--- src/rtl/prog_loader.sv ---
// Serial instruction loader: assembles three bytes (MSB first) into a 21-bit
// instruction and writes it to sequential instruction-memory addresses.
module prog_loader #(
  parameter int ADDR_W = 8
) (
  input  logic              CLK,
  input  logic              reset_n,
  input  logic              START,
  input  logic [ADDR_W-1:0] LEN,
  input  logic [7:0]        DIN,
  input  logic              DIN_VALID,
  output logic              DIN_READY,
  output logic              WE,
  output logic [ADDR_W-1:0] WADDR,
  output logic [20:0]       WDATA,
  output logic              BOOT,
  output logic              DONE,
  output logic              ERR,
  output logic [2:0]        dbg_state_o
);

  typedef enum logic [2:0] {
    S_IDLE  = 3'd0,
    S_B0    = 3'd1,
    S_B1    = 3'd2,
    S_B2    = 3'd3,
    S_WRITE = 3'd4,
    S_ERROR = 3'd5
  } state_t;

  state_t            state_q;
  logic [ADDR_W-1:0] rem_q;
  logic [ADDR_W-1:0] waddr_q;
  logic [20:0]       wdata_q;
  logic              done_q;
  logic              err_q;
  logic              xfer;

  // Handshake: a byte moves on a rising edge when DIN_VALID and DIN_READY are
  // both high; DIN_READY is decoded from state alone and never looks at DIN_VALID.
  assign DIN_READY   = (state_q == S_B0) || (state_q == S_B1) || (state_q == S_B2);
  assign xfer        = DIN_VALID && DIN_READY;
  assign WE          = (state_q == S_WRITE);
  assign BOOT        = DIN_READY || (state_q == S_WRITE);
  assign WADDR       = waddr_q;
  assign WDATA       = wdata_q;
  assign DONE        = done_q;
  assign ERR         = err_q;
  assign dbg_state_o = state_q;

  always_ff @(posedge CLK or negedge reset_n) begin
    if (!reset_n) begin
      state_q <= S_IDLE;
      rem_q   <= '0;
      waddr_q <= '0;
      wdata_q <= '0;
      done_q  <= 1'b0;
      err_q   <= 1'b0;
    end else begin
      done_q <= 1'b0;
      case (state_q)
        S_IDLE, S_ERROR: begin
          if (START) begin
            rem_q   <= LEN;
            waddr_q <= '0;
            err_q   <= 1'b0;
            state_q <= S_B0;
          end
        end
        S_B0: begin
          // Only 5 bits of the first byte are meaningful; anything above is a framing error.
          if (xfer) begin
            if (|DIN[7:5]) begin
              err_q   <= 1'b1;
              state_q <= S_ERROR;
            end else begin
              wdata_q[20:16] <= DIN[4:0];
              state_q        <= S_B1;
            end
          end
        end
        S_B1: begin
          if (xfer) begin
            wdata_q[15:8] <= DIN;
            state_q       <= S_B2;
          end
        end
        S_B2: begin
          if (xfer) begin
            wdata_q[7:0] <= DIN;
            state_q      <= S_WRITE;
          end
        end
        S_WRITE: begin
          // A count of 0 loaded from LEN wraps through the full address space.
          waddr_q <= waddr_q + ADDR_W'(1);
          rem_q   <= rem_q - ADDR_W'(1);
          if (rem_q == ADDR_W'(1)) begin
            done_q  <= 1'b1;
            state_q <= S_IDLE;
          end else begin
            state_q <= S_B0;
          end
        end
        default: state_q <= S_IDLE;
      endcase
    end
  end

endmodule
--- config.mk ---
export PLATFORM = sky130hd
export DESIGN_NAME = prog_loader
export DESIGN_NICKNAME = d
export VERILOG_FILES = /design/src/rtl/prog_loader.sv
export SDC_FILE = /design/constraint.sdc
export NUM_CORES = 1
export LEC_CHECK = 0
export ABC_AREA = 1
export CAP_MARGIN = 20
export CORE_MARGIN = 2
export CORE_UTILIZATION = 52
export CTS_CLUSTER_SIZE = 16
export DETAILED_ROUTE_END_ITERATION = 6
export GPL_TIMING_DRIVEN = 0
export PLACE_DENSITY = 0.85
export RECOVER_POWER = 100
export SLEW_MARGIN = 20
export SYNTH_ARGS = -nofsm -noshare
export SYNTH_HDL_FRONTEND = slang
export SYNTH_SLANG_ARGS = --single-unit
--- constraint.sdc ---
create_clock -name CLK -period 3.9 [get_ports CLK]
set_input_delay 0.975 -clock CLK [delete_from_list [all_inputs] [get_ports CLK]]
set_output_delay 0.975 -clock CLK [all_outputs]
set_load 0.03 [all_outputs]
==> impl_metrics.json <==
{
  "status": "finished, violations left",
  "violations": "capacitance limit, slew limit",
  "synthFlopType": "dfrtp_1",
  "placementRows": 23,
  "grt_max_degree": 30,
  "synth-async-reset-ratio": 1.000,
  "synth_edf_count": 0,
  "cts_buffers": 5,
  "fmax_mhz": 316.5,
  "netlist_top_cells_area": "dfrtp_1 (50%), nand2_1 (13%), o21ai_0 (5.7%)",
  "fin_nets": 344,
  "arrival_ns": 2.18,
  "ctsResizeCount": 0,
  "worstPathRequired_ns": 2.92,
  "start_kind": "flop",
  "drv_slew": 30,
  "vdd_drop_max_mv": 0.4393,
  "setup_viol": 0,
  "synth.avg_cell_area_sq_um": 8.233,
  "wl_per_cell_microns": 13.61,
  "die_h_microns": 67.79,
  "yosys.area.top_type": "dfrtp_1",
  "path_class": "reg2out",
  "htreeDepth": 2,
  "ctsLongestPathBuffers": 2,
  "yosysWarnings": 0,
  "drive_gt1_frac": 0.05607,
  "start_util": 0.5328,
  "ioPinCount": 57,
  "post-layout-total-power_uw": 2124,
  "antenna_found_initial": 0,
  "finalCriticalPeriod_ns": 3.160,
  "hpwl_microns": 3715,
  "dr.pass1.iters": 4,
  "grt_pass1_wl_microns": 8197,
  "leakagePower_uw": 0.001385,
  "fin_hold_ws_ns": 0.4847,
  "cp-end-kind": "primary output",
  "first_global_vias": 1894,
  "ys_ff_latch": 42,
  "final_antenna_net_count": 0,
  "path_clk_slew_ns": 0.07,
  "tritoncts": "built",
  "n_antenna_cell": 0,
  "slew_headroom": -0.05280,
  "power_density_nw_per_um2": 773.8,
  "post_cts_buffers": 0,
  "synth_top_area_frac": 0.4967,
  "postSynthNetCount": 280,
  "rsz0062_at_grt": "no",
  "synth.distinct_cells": 23,
  "cts_hold_buf": 0,
  "dieArea_sq_um": 4595,
  "netlist_area_sq_um": 2116,
  "drt_iter0_markers": 114,
  "worst_slew_pin_slew_ns": 1.579,
  "grt_overflow_total": 0,
  "clock_latency_ns": 0.30,
  "fillerInstances": 337,
  "crit_path_max_fanout": 10,
  "globalplace.congestion": 0.8360,
  "num_vias": 1901,
  "period_share": 0.8101,
  "coreArea_sq_um": 3971,
  "skew_ns": 0.009492,
  "area_growth_pct": 29.75,
  "ys_seq_area_frac": 0.4967,
  "post-route-util": 0.6912,
  "route.final.wire_length_microns": 5049,
  "yosysMostFrequentCell": "nand2_1",
  "maxCapViolCount": 1,
  "via_per_inst": 5.124,
  "portBuffers": 56,
  "timing.setup.tns_ns": 0,
  "synthTopCellsByCount": "nand2_1 (73), dfrtp_1 (42), inv_1 (28), o21ai_0 (24)",
  "clock_sinks": 42,
  "die_w_microns": 67.79,
  "hold_violations": 0,
  "grtUsageTotal": 0.2397,
  "post-route-drc-count": 0,
  "synth_cells": 257,
  "hold_class": "reg2reg",
  "cts-root-buf": "clkbuf_8"
}
-- cells in the final DEF, fill, tap and decap left out --
cell type and count:
nand3_4 1, clkinvlp_4 1, nand4_1 6, o21bai_1 1, buf_4 1, inv_2 3, dfrtp_1 42, dlygate4sd3_1 40
nor3_2 1, a21oi_1 3, o21ai_2 2, o211ai_1 1, inv_1 29, o21ai_1 2, clkbuf_8 5, clkdlybuf4s50_1 15
clkbuf_1 7, nand2_2 2, a31oi_1 1, nand2_1 76, o21ai_4 1, nor2_1 21, nand3_1 23, o21ai_0 33
buf_6 1, ha_1 3
-- kinds of logic after synthesis --
group | Yosys count | share of synthesized area
and+or+nand+nor | 130 | 0.2714
AOI/OAI and AO/OA | 44 | 0.1301
DFF | 42 | 0.4967
buffers and inverters | 38 | 0.08397
adders and majority gates | 3 | 0.01774
-- metrics by stage --
| step | cells | worst slack [ns] | cell area (sq um) |
|---|---|---|---|
| after floorplan | 257 | 1.623 | 2116 |
| final | 371 | 0.7405 | 2745 |
| after CTS | 371 | 0.8378 | 2834 |
| after global routing | 371 | 0.6218 | 2745 |
| after global placement | 363 | 0.7485 | 2739 |
| after detailed placement | 364 | 1.185 | 2754 |
-- final cells by class --
class                           instances  area [sq um]  area share
Buffer                                  6         33.78     0.01231
Clock buffer                            6         72.57     0.02644
Clock inverter                          1         7.507    0.002735
Inverter                               32         120.1     0.04376
Multi-Input combinational cell        177         839.6      0.3058
Sequential cell                        42          1051      0.3829
Tap cell                               50         62.56     0.02279
Timing Repair Buffer                   57         558.0      0.2033
-- state kept, by name, summed over array words and instances (netlist names) --
register and flops:
DONE 1, WADDR 8, ERR 1, rem_q 8, dbg_state_o 3, WDATA 21
-- power by group --
group / internal, uW / switching (uW)
combinational: 395 / 726
sequential: 599 / 134
clock: 123 / 148
-- path summary, 6_finish.rpt --
check	to	depth (start not counted)	slack (ns)	start
hold / removal	WDATA[2]	2	0.48	WDATA[2]
setup / recovery	BOOT	6	0.74	dbg_state_o[0]
max in group asynchronous	WDATA[2]	2	1.26	reset_n
min in group asynchronous	rem_q[5]	1	0.72	reset_n
setup reg to reg	rem_q[6]	8	2.26	dbg_state_o[1]
hold reg to reg	WDATA[2]	2	0.48	WDATA[2]
-- per-layer routing --
layer	track usage	up-vias	routed length [microns]
met5	0	-	0
met4	0.09000	0	55
met3	0.08833	7	362
met2	0.4044	51	2470
met1	0.2775	888	2161
li1	-	955	-
-- critical path, cell delays in order (launching register included) --
cell and delay (ns):
dfrtp_1 0.38, buf_4 0.17, nor2_1 0.12, nand2_2 0.09, clkbuf_1 0.27, nand2_1 0.13, dlygate4sd3_1 0.74
No activity file was read; power rests on OpenSTA's default activity.
